<file path="src/rtl/vic_bank_mapper.sv">
// Cartridge bank mapper: register file, combinational block decode and soft-reset sequencer.
// Define VICMIDI_REG_LOCK_EN to build in the sticky register-lock bit (CTRL b6).
module vic_bank_mapper #(
  parameter int          NUM_BLKS     = 5,
  parameter int          BANK_WIDTH   = 10,
  parameter int          RESET_PULSE  = 2,
  parameter logic [15:0] DEFAULT_MODE = 16'h0100
) (
  input  logic                  clock,
  input  logic                  reset,
  input  logic                  reg_cs,
  input  logic                  r_w,
  input  logic [4:0]            reg_addr,
  input  logic [7:0]            wdata,
  output logic [7:0]            rdata,
  output logic                  rdata_oe,
  input  logic [NUM_BLKS-1:0]   blk_sel_n,
  output logic [BANK_WIDTH-1:0] bank,
  output logic                  flash_ce_n,
  output logic                  ram_ce_n,
  output logic                  we_n,
  output logic                  oe_n,
  output logic                  sys_reset_o,
  output logic                  busy
);

  typedef enum logic [1:0] {S_IDLE, S_ARM, S_PULSE} state_t;

  state_t                r_state, w_state_nxt;
  logic [3:0]            r_pulse_cnt, w_pulse_cnt_nxt;
  logic [15:0]           r_modes;
  logic [BANK_WIDTH-1:0] r_bank [NUM_BLKS];

  logic                  w_idle, w_wr, w_soft, w_lock, w_clear;
  logic [7:0]            w_rdata;
  logic [15:0]           w_bank_ext;
  logic [1:0]            w_mode;
  logic [BANK_WIDTH-1:0] w_bank;

  assign w_idle  = (r_state == S_IDLE);
  assign w_wr    = reg_cs & ~r_w & w_idle;
  assign w_soft  = w_wr & (reg_addr == 5'h00) & wdata[7];
  // A soft-reset request already loads defaults, so ARM/PULSE never expose stale mappings.
  assign w_clear = ~reset | ~w_idle | w_soft;

  // NOTE: combinational processes use blocking '=' and assign every output a default first,
  // so no latch is inferred; clocked processes use '<=' only.
  always_comb begin
    w_state_nxt     = r_state;
    w_pulse_cnt_nxt = r_pulse_cnt;
    case (r_state)
      S_IDLE:  if (w_soft) w_state_nxt = S_ARM;
      S_ARM: begin
        w_state_nxt     = S_PULSE;
        w_pulse_cnt_nxt = '0;
      end
      S_PULSE: begin
        if (r_pulse_cnt == 4'(RESET_PULSE - 1)) w_state_nxt = S_IDLE;
        else                                     w_pulse_cnt_nxt = r_pulse_cnt + 4'd1;
      end
      default: w_state_nxt = S_IDLE;
    endcase
  end

  always_ff @(posedge clock) begin
    if (!reset) begin
      r_state     <= S_IDLE;
      r_pulse_cnt <= '0;
    end else begin
      r_state     <= w_state_nxt;
      r_pulse_cnt <= w_pulse_cnt_nxt;
    end
  end

  assign busy        = ~w_idle;
  assign sys_reset_o = (r_state == S_PULSE);

  // NOTE: the bank array is a handful of flops, not a RAM macro, so it is reset like any register.
  always_ff @(posedge clock) begin
    if (w_clear) begin
      r_modes <= DEFAULT_MODE;
      for (int i = 0; i < NUM_BLKS; i++) r_bank[i] <= '0;
    end else if (w_wr && !w_lock) begin
      if (reg_addr == 5'h01) r_modes[7:0]  <= wdata;
      if (reg_addr == 5'h02) r_modes[15:8] <= wdata;
      for (int i = 0; i < NUM_BLKS; i++) begin
        if (reg_addr == 5'(8 + i))  r_bank[i][7:0]            <= wdata;
        if (reg_addr == 5'(16 + i)) r_bank[i][BANK_WIDTH-1:8] <= wdata[BANK_WIDTH-9:0];
      end
    end
  end

`ifdef VICMIDI_REG_LOCK_EN
  logic r_lock;

  always_ff @(posedge clock) begin
    if (w_clear)                                         r_lock <= 1'b0;
    else if (w_wr && (reg_addr == 5'h00) && wdata[6])    r_lock <= 1'b1;
  end

  assign w_lock = r_lock;
`else
  assign w_lock = 1'b0;
`endif

  always_comb begin
    w_rdata    = 8'h00;
    w_bank_ext = '0;
    if (reg_addr == 5'h00) w_rdata = {1'b0, w_lock, 6'b0};
    if (reg_addr == 5'h01) w_rdata = r_modes[7:0];
    if (reg_addr == 5'h02) w_rdata = r_modes[15:8];
    for (int i = 0; i < NUM_BLKS; i++) begin
      if (reg_addr == 5'(8 + i)) w_rdata = r_bank[i][7:0];
      if (reg_addr == 5'(16 + i)) begin
        w_bank_ext = 16'(r_bank[i]);
        w_rdata    = w_bank_ext[15:8];
      end
    end
  end

  assign rdata_oe = reg_cs & r_w & w_idle;
  assign rdata    = rdata_oe ? w_rdata : 8'h00;

  // Scanning from the top down lets the lowest-index strobe overwrite and win.
  always_comb begin
    w_mode = 2'b00;
    w_bank = '0;
    for (int i = NUM_BLKS - 1; i >= 0; i--) begin
      if (!blk_sel_n[i]) begin
        w_mode = r_modes[2*i +: 2];
        w_bank = r_bank[i];
      end
    end
  end

  assign flash_ce_n = ~(w_mode == 2'b01);
  assign ram_ce_n   = ~w_mode[1];
  assign we_n       = (w_mode == 2'b11) ? r_w : 1'b1;
  assign oe_n       = ~(r_w & (~flash_ce_n | ~ram_ce_n));
  assign bank       = w_bank;

endmodule

</file>
<file path="config.mk">
export PLATFORM = sky130hd
export DESIGN_NAME = vic_bank_mapper
export DESIGN_NICKNAME = d
export VERILOG_FILES = /design/src/rtl/vic_bank_mapper.sv
export SDC_FILE = /design/constraint.sdc
export NUM_CORES = 1
export LEC_CHECK = 0
export CAP_MARGIN = 20
export CORE_ASPECT_RATIO = 1.75
export CORE_UTILIZATION = 45
export DETAILED_ROUTE_END_ITERATION = 12
export DONT_BUFFER_PORTS = 1
export PLACE_DENSITY = 0.72
export SLEW_MARGIN = 5
export SYNTH_ARGS = -nofsm -noshare
export SYNTH_HDL_FRONTEND = slang
export SYNTH_SLANG_ARGS = --single-unit
</file>
<file path="constraint.sdc">
create_clock -name clock -period 2.7 [get_ports clock]
set_input_delay 0.135 -clock clock [delete_from_list [all_inputs] [get_ports clock]]
set_output_delay 0.135 -clock clock [all_outputs]
set_load 0.02 [all_outputs]
</file>
==> Yosys cells after proc, flatten, opt, wreduce, memory -nomap -nowiden <==
Memory sizes are Yosys's and may differ from the RTL's.
Index checks and enable logic that the tools add are counted.
{ "op_classes": {"n_addsub": 1, "eq_ne": 20, "mux": 81, "n_bitwise": 26, "reduce_logical": 7} }
{ "op_table": {"columns": ["cell", "n"], "rows": [
  ["$mux 8", 18],
  ["$mux 10", 5],
  ["$mux 1", 43],
  ["$eq 5x4->1 const B", 5],
  ["$eq 5x5->1 const B", 5],
  ["$mux 2", 12],
  ["$or 1x1->1", 13],
  ["$pmux 4 s2", 1],
  ["$reduce_and 2->1", 4],
  ["$and 1x1->1", 7],
  ["$not 1->1", 6],
  ["$pmux 2 s3", 1],
  ["$eq 5x1->1 const B", 1],
  ["$eq 5x2->1 const B", 1],
  ["$logic_not 5->1", 1],
  ["$add 4x1->4 const B", 1],
  ["$eq 2x1->1 const B", 2],
  ["$eq 2x2->1 const B", 2],
  ["$eq 4x1->1 const B", 1],
  ["$mux 4", 1],
  ["$ne 2x1->1 const B", 2],
  ["$logic_not 2->1", 1],
  ["$ne 2x2->1 const B", 1],
  ["$reduce_bool 2->1", 1]
]} }
{ "totals": {"reg_bits": 22, "mem_bits_rw": 50, "input_bits": 22, "out_inout_bits": 25, "elab_cells": 140, "n_memories": 1} }
{ "mem_list": {"columns": ["memory", "words", "word_bits", "read_ports", "rd_clocked_by_memory_dff", "write_ports", "line_no", "rtl"], "rows": [
  ["r_bank", 5, 10, 5, 0, 5, "32", "logic [BANK_WIDTH-1:0] r_bank [NUM_BLKS];"]
]} }

==> Longest topological paths before layout <==
{ "logic_depth": {"word_depth": 14, "ltp_mapped": 8, "mapped_depth_nobuf": 6} }

==> Worst setup path after synthesis <==
OpenSTA, ideal clock, no wires.
{ "synth_path": {"path_kind": "register to register", "start": "register r_state[1]", "end": "memory r_bank[0][0], enable pin", "setup_ps": 387, "arrival_time_ps": 1912, "required_time_ps": 2313, "setup_slack_ps": 402, "stages_incl_launch_ff": 6, "path_buffers": 1, "synth_period_minus_slack_ps": 2298, "path_cell_list": "dfxtp_1 -> nor2_4 -> nand3b_2 -> or3b_4 -> buf_2 -> o31ai_1"} }
{ "synth_lines": {"columns": ["item", "line_no", "rtl"], "rows": [
  ["from (decl)", "29", "state_t r_state, w_state_nxt;"],
  ["from (signal assigned)", "70", "r_state <= w_state_nxt;"],
  ["to (decl)", "32", null]
]} }

==> Final worst setup path <==
{ "layout_path": {"start": "register r_state[1]", "end": "output rdata[6]"} }
{ "layout_between": {"elab_chain_len": 3} }
{ "layout_lines": {"columns": ["item", "line_no", "rtl"], "rows": [
  ["$logic_not 2->1", "40", "assign w_idle = (r_state == S_IDLE);"],
  ["$and 1x1->1", "121", "assign rdata_oe = reg_cs & r_w & w_idle;"],
  ["$mux 8", "122", "assign rdata = rdata_oe ? w_rdata : 8'h00;"],
  ["to (decl)", "15", "output logic [7:0] rdata,"]
]} }
Every way passes these cells.

==> reports/metrics.cfg <==
[clock_network]
clk-insertion-delay-late_ns = 0.34
clk_transition_reported_paths_ns = 0.06
post-cts-setup-buffers = 0
cts_tree = yes
cts_inserted_buffers = 9
root_buffer = sky130_fd_sc_hd__clkbuf_16
ctsHtreeMaxLevel = 3
cts_max_path_buffers = 2
post_cts_resized = 0
clock_sink_count = 72

[floorplan]
io-pin-count = 47
die_area_um2 = 9140
die-width_um = 72.7
chipHeight_um = 126
initial_utilization = 0.471
cell_rows = 44
core-area_um2 = 8370

[final_layout]
num_antenna_cells = 0
final_cell_area_um2 = 4430
finalCoreUtilization = 0.529
layout_area_growth_over_synthesis_pct = 12.4
fillerInstances = 743
final_layout_size_suffix_gt1_frac = 0.0790
fin_nets = 424

[global_routing]
initial_antenna_violation_count = 0
first_global_vias = 3194
grt_first_pass_wirelength_um = 17000
grt.overflow.total = 0
global_route.usage.total = 0.260
maximum_number_of_pins_on_one_net_before_global_route_repair = 26

[synth]
ys_dominant_reg_cell = sky130_fd_sc_hd__edfxtp_1
synthesis.yosys.warnings = 0
synthesized_area_divided_by_synthesized_cell_count_um2 = 9.92
synth-async-reset-ratio = 0
synth_sequential_area_ratio = 0.493
yosysTopAreaCellShare = 0.381
synth_enable_flop_cells = 50
synth.top_cells.by_area = sky130_fd_sc_hd__edfxtp_1, sky130_fd_sc_hd__dfxtp_1, sky130_fd_sc_hd__mux2i_1
yosys_cell_types = 54
postSynthRegisterBits = 72
mappedNetlistNets = 421
synth_top_cell_by_area = sky130_fd_sc_hd__edfxtp_1
syn-instance-count = 397
synth_area_um2 = 3940

[power_and_ir_drop]
leakagePower_nw = 1.53
total_power_mw = 2.73
powerDensity_nw_per_um2 = 617
ir_drop_mv = 0.348

[sta]
final.period_utilization = 0.792
worst_slew_margin_rel = 0.518
worst-slew-pin-transition_ns = 0.721
clock-skew-final_ns = 0.00602
setup_tns_ns = 0
final_count_of_negative_setup_slack_endpoints = 0
hold_violations = 0
slew_violations = 0
fmax_mhz = 468
layout_min_cycle_time_ns = 2.14
rsz0062_at_grt = false

[placed_design]
hpwl_um = 8160
gp_congestion = 0.939
io_buffer_count = 0
postPlaceCellArea_um2 = 4020

[run_status]
result_of_the_run = finished with violations
failing_checks = design-rule violations

[route]
wire_per_inst_um = 21.5
detail-route-antenna-nets = 0
detail_route.wirelength_um = 11200
initialDrtViolationCount = 295
drt_first_pass_iters = 9
post-route-drc-count = 2
dr_total_vias = 3198
viasPerCell = 6.15

[worst_hold_path]
holdCritPathClass = primary input to flip-flop

[setup_path]
wp_data_arrival_ns = 2.00
critical_path_start_type = flip-flop
worst-path-max-fanout = 6
critPathCaptureType = output port
timing.setup.critical_path_class = flip-flop to output port
worst_path_max_delay_cell = sky130_fd_sc_hd__a31oi_1
cp_num_buf_inv = 1
critical_path.cell_chain = nor2_4, and3_1, buf_4, nand2_1, a31oi_1
worst-endpoint-required_ns = 2.57
timing.critical_path.max_delay_family = compound AO/OA/AOI/OAI gates
crit_path_max_incr_delay_ns = 0.56

[flow_run]
maxCapViolations = 0

==> flip-flops by register name, indices dropped and copies added (netlist names) <==
register,count
r_bank,50
r_modes,16
r_pulse_cnt,4
r_state,2
==> cells by family after synthesis <==
group                      Yosys count  share of synthesized area
AOI/OAI and AO/OA                  103                      0.160
xor gates and xnor gates             1                    0.00222
adders and majority gates            2                    0.00635
buffers and inverters               32                     0.0365
DFF                                 72                      0.493
muxes                               36                     0.0915
and+or+nand+nor                    151                      0.211
==> layout make-up <==
cell class / count / area (µm²) / area share
inverter: 9 / 33.8 / 0.00763
clock buffer: 9 / 225 / 0.0509
clock inverter: 7 / 95.1 / 0.0215
tap: 115 / 144 / 0.0325
sequential: 72 / 1940 / 0.439
timing repair buffer: 15 / 135 / 0.0305
multi-input combinational: 293 / 1850 / 0.418
==> cells in the final DEF, fill, tap and decap left out, drive strengths merged, types with 2 or more instances in the layout <==
cell / instances
clkbuf: 9
nor3: 6
o21ai: 12
and2b: 3
buf: 6
and2: 12
inv: 10
edfxtp: 50
dfxtp: 22
bufinv: 2
nor2b: 17
nand3: 6
dlygate4sd3: 9
clkinv: 3
o22ai: 4
or3: 3
mux2i: 36
nor2: 63
o211ai: 3
o31ai: 5
nand2: 10
nand2b: 7
nand3b: 9
a2bb2oi: 3
a21boi: 2
and3: 5
or3b: 2
a22oi: 12
ha: 2
a21oi: 46
a31oi: 9
==> repair_timing <==
action | CTS | global route
endpoints found under the hold margin | 24 | 0
hold buffers | 9 | 0
setup endpoints to repair | 0 | 0
==> cell usage after synthesis (all sizes together), types with 2 or more instances <==
cell and n:
nor2 63, edfxtp 50, a21oi 46, mux2i 36
dfxtp 22, nor2b 17, buf 13, a22oi 12
and2 12, o21ai 12, clkbuf 10, nand2 10
a31oi 9, inv 9, nand3b 9, nand2b 7
nand3 6, nor3 6, and3 5, o31ai 5
o22ai 4, a2bb2oi 3, and2b 3, o211ai 3
or3 3, a21boi 2, ha 2, or3b 2
==> metal layers <==
metal	part of all wire	up-vias	track usage
met1	0.33	1567	0.239
met4	0.061	0	0.183
met5	0	-	0
met2	0.57	132	0.485
li1	-	1463	-
met3	0.049	36	0.0544
==> path summary, 6_finish.rpt <==
| kind | startpoint | endpoint | slack [ns] | cells past startpoint |
|---|---|---|---|---|
| max | r_state[1] | rdata[6] | 0.56 | 5 |
| min | reset | r_state[0] | 0.02 | 2 |
| max reg2reg | r_state[1] | r_bank[3][9] | 0.65 | 5 |
| min reg2reg | r_modes[11] | r_modes[11] | 0.51 | 2 |
==> where the power goes <==
| part | switching [mW] | internal [mW] | leakage (nW) | total [mW] |
|---|---|---|---|---|
| Clock | 0.463 | 0.809 | 0.156 | 1.27 |
| Combinational | 0.139 | 0.0839 | 0.675 | 0.223 |
| Sequential | 0.0206 | 1.22 | 0.694 | 1.24 |
==> through the flow <==
stage | setup WS [ns] | std cells | hold WS, ns
after global routing | 0.482 | 520 | 0.0358
after floorplan | 0.402 | 397 | 0.257
after detailed placement | 0.690 | 495 | 0.261
final | 0.562 | 520 | 0.0193
after CTS | 0.580 | 520 | 0.00974
after global placement | 0.787 | 495 | 0.257
==> worst register-to-register path: stages, from the launching register on <==
cell	delay, ns
sky130_fd_sc_hd__dfxtp_1	0.35
sky130_fd_sc_hd__nor2_4	0.16
sky130_fd_sc_hd__nand3b_2	0.18
sky130_fd_sc_hd__or3b_4	0.51
sky130_fd_sc_hd__a21oi_2	0.27
sky130_fd_sc_hd__and2_1	0.36
Note: power is estimated with default switching activity, not from simulation.
